File: src/rtl/dff_pipe.sv
// dff_pipe: WIDTH x DEPTH register pipeline with per-stage valid, stall, flush,
// occupancy count and debug tap. Optional output bypass under DFF_PIPE_BYPASS_EN.
module dff_pipe #(
   parameter int unsigned WIDTH = 8,
   parameter int unsigned DEPTH = 4,
   parameter logic [WIDTH-1:0] RESET_VAL = '0,
   localparam int unsigned CW = $clog2(DEPTH + 1),
   localparam int unsigned TW = (DEPTH > 1) ? $clog2(DEPTH) : 1
) (
   input  logic             clock,
   input  logic             reset,
`ifdef DFF_PIPE_BYPASS_EN
   input  logic             bypass,
`endif
   input  logic             en,
   input  logic             flush,
   input  logic             din_valid,
   input  logic [WIDTH-1:0] din,
   output logic             dout_valid,
   output logic [WIDTH-1:0] dout,
   output logic [CW-1:0]    count,
   input  logic [TW-1:0]    tap_sel,
   output logic [WIDTH-1:0] tap_out,
   output logic             tap_valid
);

   logic [WIDTH-1:0] data_q [DEPTH];
   logic [WIDTH-1:0] data_d [DEPTH];
   logic [DEPTH-1:0] valid_q;
   logic [DEPTH-1:0] valid_d;
   logic [CW-1:0]    count_q;
   logic [CW-1:0]    count_d;

   // Bubbles shift like real entries; count tracks insert minus drop at the tail.
   always_comb begin
      data_d  = data_q;
      valid_d = valid_q;
      count_d = count_q;
      if (flush) begin
         for (int i = 0; i < DEPTH; i++) begin
            data_d[i] = RESET_VAL;
         end
         valid_d = '0;
         count_d = '0;
      end else if (en) begin
         data_d[0]  = din;
         valid_d[0] = din_valid;
         for (int i = 1; i < DEPTH; i++) begin
            data_d[i]  = data_q[i-1];
            valid_d[i] = valid_q[i-1];
         end
         count_d = count_q + CW'(din_valid) - CW'(valid_q[DEPTH-1]);
      end
   end

   always_ff @(posedge clock or posedge reset) begin
      if (reset) begin
         for (int i = 0; i < DEPTH; i++) begin
            data_q[i] <= RESET_VAL;
         end
         valid_q <= '0;
         count_q <= '0;
      end else begin
         data_q  <= data_d;
         valid_q <= valid_d;
         count_q <= count_d;
      end
   end

   // Out-of-range selects (non power-of-2 DEPTH) fall through to the reset value.
   always_comb begin
      tap_out   = RESET_VAL;
      tap_valid = 1'b0;
      for (int i = 0; i < DEPTH; i++) begin
         if (tap_sel == TW'(i)) begin
            tap_out   = data_q[i];
            tap_valid = valid_q[i];
         end
      end
   end

   assign count = count_q;

`ifdef DFF_PIPE_BYPASS_EN
   assign dout       = bypass ? din : data_q[DEPTH-1];
   assign dout_valid = bypass ? din_valid : valid_q[DEPTH-1];
`else
   assign dout       = data_q[DEPTH-1];
   assign dout_valid = valid_q[DEPTH-1];
`endif

endmodule

File: config.mk
export PLATFORM = sky130hd
export DESIGN_NAME = dff_pipe
export DESIGN_NICKNAME = d
export VERILOG_FILES = /design/src/rtl/dff_pipe.sv
export SDC_FILE = /design/constraint.sdc
export NUM_CORES = 1
export LEC_CHECK = 0
export BUFFER_PORTS_ARGS = -buffer_cell sky130_fd_sc_hd__buf_2
export CORE_ASPECT_RATIO = 0.7
export CORE_MARGIN = 5
export CORE_UTILIZATION = 59
export DETAILED_ROUTE_END_ITERATION = 10
export PLACE_DENSITY = 0.94
export SLEW_MARGIN = 10
export SYNTH_ARGS = -nofsm -noshare
export SYNTH_HDL_FRONTEND = slang
export SYNTH_SLANG_ARGS = --single-unit
export TNS_END_PERCENT = 50
File: constraint.sdc
create_clock -name clock -period 3.4 [get_ports clock]
set_clock_uncertainty 0.15 [all_clocks]
set_input_delay 0.17 -clock clock [delete_from_list [all_inputs] [get_ports clock]]
set_output_delay 0.17 -clock clock [all_outputs]
set_load 0.05 [all_outputs]
After elaboration in Yosys (flattened, before gate mapping):

Index checks and enable logic that the tools add are counted.

* multiplexer cells: 14
* eq/ne operators: 3
* $add $sub $neg: 2
* reduce and logical (&&, ||, !) cells: 2

Operators by type and width (number)
* 32-bit 2-to-1 mux: 2
* 8-bit 2-to-1 mux: 4
* 4-bit 2-to-1 mux: 2
* 3-bit 2-to-1 mux: 2
* 2-bit equality test, second input constant: 2
* 1-bit 2-to-1 mux: 4
* 3-bit by 1-bit adder with 3-bit output: 1
* 3-bit by 1-bit subtractor with 3-bit output: 1
* 2-bit by 1-bit equality test with 1-bit output, second input constant: 1
* 2-bit logical NOT: 1
* 2-bit nonzero test: 1

* logic and storage cells: 27
* input bits: 15
* output and inout bits: 21
* bits in registers: 39

Depth between registers and ports, before layout:

* depth after elaboration: 5
* mapped depth: 9
* mapped depth without buffers: 9

Worst setup path after synthesis:

No wires, ideal clock.

* kind: flip-flop to flip-flop
* from: register count_q[0], in the netlist count[0]
* to: register count_q[2], in the netlist count[2]
* data arrival time: 1.997 ns
* library setup time: 0.120 ns
* data required time: 3.130 ns
* setup slack: 1.133 ns
* clock period less this slack: 2.267 ns
* path buffers: 0
* stages on the path, launching flop included: 10
* cells stage by stage: dfrtp_1 -> inv_1 -> ha_1 -> inv_1 -> ha_1 -> inv_1 -> fa_1 -> xor2_1 -> a21oi_1 -> a31o_2

* word-level cells in the longest chain between the ends: 4

Ends and longest elaborated chain
* from (decl): RTL line 31 `logic [CW-1:0] count_q;`
* from (signal assigned): RTL line 66 `count_q <= count_d;`
* 3-bit by 1-bit adder with 3-bit output: RTL line 52 `count_d = count_q + CW'(din_valid) - CW'(valid_q[DEPTH-1]);`
* 3-bit by 1-bit subtractor with 3-bit output: RTL line 52
* 3-bit 2-to-1 mux: RTL line 45 `end else if (en) begin`
* 3-bit 2-to-1 mux: RTL line 39 `if (flush) begin`

Every way passes these cells. The select of a mux whose other input is x is not followed.
A chain may end at the register's enable or synchronous reset.

Worst setup path in the final report:

* from: register valid_q[3]
* to: register count_q[2], in the netlist count[2]

* word-level cells in the longest chain between the ends: 3

Ends and longest elaborated chain
* from (decl): RTL line 29 `logic [DEPTH-1:0] valid_q;`
* from (signal assigned): RTL line 65 `valid_q <= valid_d;`
* 3-bit by 1-bit subtractor with 3-bit output: RTL line 52
* 3-bit 2-to-1 mux: RTL line 45
* 3-bit 2-to-1 mux: RTL line 39

Every way passes these cells. The select of a mux whose other input is x is not followed.

==> results.txt <==
----------------------------------------------------
[Outcome]
  Status ... complete, no violations

[Clocking]
  Level count of the clock H-tree ... 2
  Clock net sink count ... 39
  Clock tree from TritonCTS ... done
  Quantity of gates resized following cts ... 0
  Clock tree root driver cell ... sky130_fd_sc_hd__clkbuf_8
  Insertion delay of the later-clocked pin in the worst-skew pair ... just under 0.3 ns
  Total setup buffers inserted after CTS ... 0
  Clock transition at the registers of the reported paths ... 0.07 ns
  Cts bufs inserted ... 5
  Clock tree buffer depth ... 2

[Logic synthesis]
  Count of synthesis-stage warnings from yosys ... 0
  Mapped Nets ... 173
  Count of different cell masters after synthesis ... 16
  Synthesized netlist cell count ... 155
  Netlist area before placement ... 1930 um2
  Post-Synthesis Mean Instance Area ... 12.4 um2
  Largest cells by area after synthesis ... sky130_fd_sc_hd__dfrtp_1 (51%), sky130_fd_sc_hd__mux2i_1 (19%), sky130_fd_sc_hd__mux4_2 (11%)
  #FFs+latches synth ... 39
  Sequential cell area fraction in the yosys report ... 0.506
  Post-synth top area cell ... sky130_fd_sc_hd__dfrtp_1
  Top-area cell type share of the netlist area ... 0.506

[Job]
  Maximum capacitance violations ... 0

[STA]
  Final worst-path cycle share ... 0.614
  Worst slew pin tran ... 1.10 ns
  Setup-violating endpoint count in the final report ... 0
  Fin. Hold Viols ... 0
  Max Clk Rate ... around 480 MHz
  Total negative setup slack ... 0 ns
  Number of max-slew violations in the final report ... 0
  Unrepaired setup endpoints after global routing ... false
  Max-Slew Margin vs Limit ... 0.265
  Final critical delay including setup and external delays ... 2.09 ns

[Floorplanning]
  Core area ... about 3100 um2
  Standard-cell rows ... 17
  Die ar. ... 4530 um2
  Number of primary I/O pins ... 36
  Overall die height ... 57.8 um
  Die span in x ... 78.3 um
  Initial core utilization ... 0.612

[Finish]
  Leading cell types in the layout, fill and taps excluded ... sky130_fd_sc_hd__nor2_1 (39), sky130_fd_sc_hd__dfrtp_1 (39), sky130_fd_sc_hd__mux2i_1 (37), sky130_fd_sc_hd__buf_2 (35), sky130_fd_sc_hd__mux4_2 (9)
  Number of diodes added for antenna fixing ... 0
  Fill count ... 236
  Fin nets ... 204
  Area grow syn2layout ... 13.7%
  Share of cells above drive strength 1 ... 0.283

[Route]
  Detailed Route Iter0 Violations ... 92
  Mean number of vias per cell ... 5.44
  Count of unresolved DRC violations after routing ... 0
  Total routed wirelength ... 3610 um
  Routed len/inst ... 16.0 um
  Detailed-router iteration count before antenna repair ... 4
  Number of routed nets with antenna violations ... 0
  Count of vias placed by the detailed router ... 1,224

[Critical path]
  Type of origin of the critical path ... flip-flop
  Crit Path Max Fanout ... 4
  Arrival time at the worst endpoint ... 2.13 ns
  Kind of critical path ... flip-flop to flip-flop
  Kind of capture point of the worst setup path ... flip-flop
  Data required time at the worst endpoint ... about 3.4 ns

[Global routing]
  GRT Overall Usage ... 0.179
  Aggregate global routing overflow ... 0
  Maximum number of pins on one net before global-route repair ... 42
  Global-route wire length before repair ... 6180 um
  Initial antenna violation count ... 0
  Vias in the first global route ... 1,317

[Power and ir drop]
  Fraction of power consumed by sequential logic ... 0.512
  Switching power share of the total ... 0.255
  Leakage power figure ... 1.18 nW
  Net switching power ... between 200 and 250 uW
  Power density over the cells ... 438 nW/um2
  Relative contribution of combinational cells to total power ... 0.140
  Final Total Pwr ... roughly 960 uW
  Maximum ir drop on the vdd rail ... 0.333 mV
  Clk pwr share ... 0.348
  Int Pwr ... 716 uW

[Placement]
  Number of buffer cells added on primary ports ... 35
  Routability cong. ... 0.740
  Sum of net half-perimeters after detailed placement ... 2530 um

[Hold path]
  Type of the most critical hold path ... input pin to flip-flop

----------------------------------------------------
[worst paths after layout]
path                            slack [ns]  cells after the start  startpoint         end
worst max-delay path                  1.31                      8  valid_q[3]    count[2]
min in group asynchronous             0.45                      3       reset  valid_q[0]
worst min-delay path                0.0004                      3   din_valid  valid_q[0]
worst max register to register        1.31                      8  valid_q[3]    count[2]
worst min register to register        0.41                      2     dout[1]     dout[1]
max in group asynchronous             1.92                      4       reset  data_q[24]
[sequential cells by signal, summed over array words and instances, names as in the netlist]
register	count
count	3
dout	8
valid_q	4
data_q	24
[cells by family after synthesis]
family	synth area share
muxes	0.297
and+or+nand+nor	0.0792
DFF	0.506
buffers and inverters	0.0785
AOI/OAI and AO/OA	0.0110
adders and majority gates	0.0234
xor gates and xnor gates	0.00454
[cells in the mapped netlist]
cell	number
sky130_fd_sc_hd__a211oi_1	1
sky130_fd_sc_hd__a21oi_1	1
sky130_fd_sc_hd__a31o_2	1
sky130_fd_sc_hd__buf_2	4
sky130_fd_sc_hd__buf_4	12
sky130_fd_sc_hd__buf_6	2
sky130_fd_sc_hd__clkbuf_1	1
sky130_fd_sc_hd__dfrtp_1	39
sky130_fd_sc_hd__fa_1	1
sky130_fd_sc_hd__ha_1	2
sky130_fd_sc_hd__inv_1	4
sky130_fd_sc_hd__mux2i_1	37
sky130_fd_sc_hd__mux4_2	9
sky130_fd_sc_hd__nand2b_1	1
sky130_fd_sc_hd__nor2_1	39
sky130_fd_sc_hd__xor2_1	1
[power groups by stage]
stage / Combinational (mW) / Clock (mW) / Sequential (mW)
after floorplan: 0.0948 / 0 / 0.508
after global placement: 0.125 / 0 / 0.498
after detailed placement: 0.130 / 0 / 0.500
after CTS: 0.137 / 0.342 / 0.492
after global routing: 0.147 / 0.365 / 0.494
final: 0.135 / 0.334 / 0.492
[final cells by class]
type,instances,area [um2],share of cell area
clock buffer,8,100,0.0457
inverter,4,15.0,0.00685
multi-input combinational,93,801,0.365
sequential,39,976,0.445
tap,38,47.5,0.0217
timing repair buffer,43,253,0.115
[timing repair]
action | CTS | global route
endpoints found under the setup margin | 0 | 0
hold endpoints to repair | 29 | 0
hold buffers | 7 | 0
[per-layer routing]
metal,vias up,wire length [um],GRT usage
li1,580,-,-
met5,-,0,0
met3,5,199,0.0528
met2,28,1800,0.291
met1,611,1570,0.228
met4,0,40,0.0673
[per-stage QoR]
step	area [um2]	hold WS [ns]	worst slack, ns	utilization	std cells
2_1_floorplan	1930	0.176	1.13	-	155
3_3_place_gp	2020	0.216	1.38	0.642	210
3_5_place_dp	2020	0.240	1.30	0.642	210
4_1_cts	2190	0.00128	1.29	0.696	225
5_1_grt	2190	0.00135	1.16	0.696	225
6_report	2190	0.000440	1.31	0.696	225
[worst max-delay path: stages, from the launching register on]
cell,delay [ns]
sky130_fd_sc_hd__dfrtp_1,0.41
sky130_fd_sc_hd__ha_1,0.31
sky130_fd_sc_hd__inv_1,0.06
sky130_fd_sc_hd__ha_1,0.13
sky130_fd_sc_hd__inv_1,0.05
sky130_fd_sc_hd__fa_1,0.37
sky130_fd_sc_hd__xor2_1,0.18
sky130_fd_sc_hd__a21oi_1,0.09
sky130_fd_sc_hd__a31o_2,0.25
(Power assumes the default switching activity.)
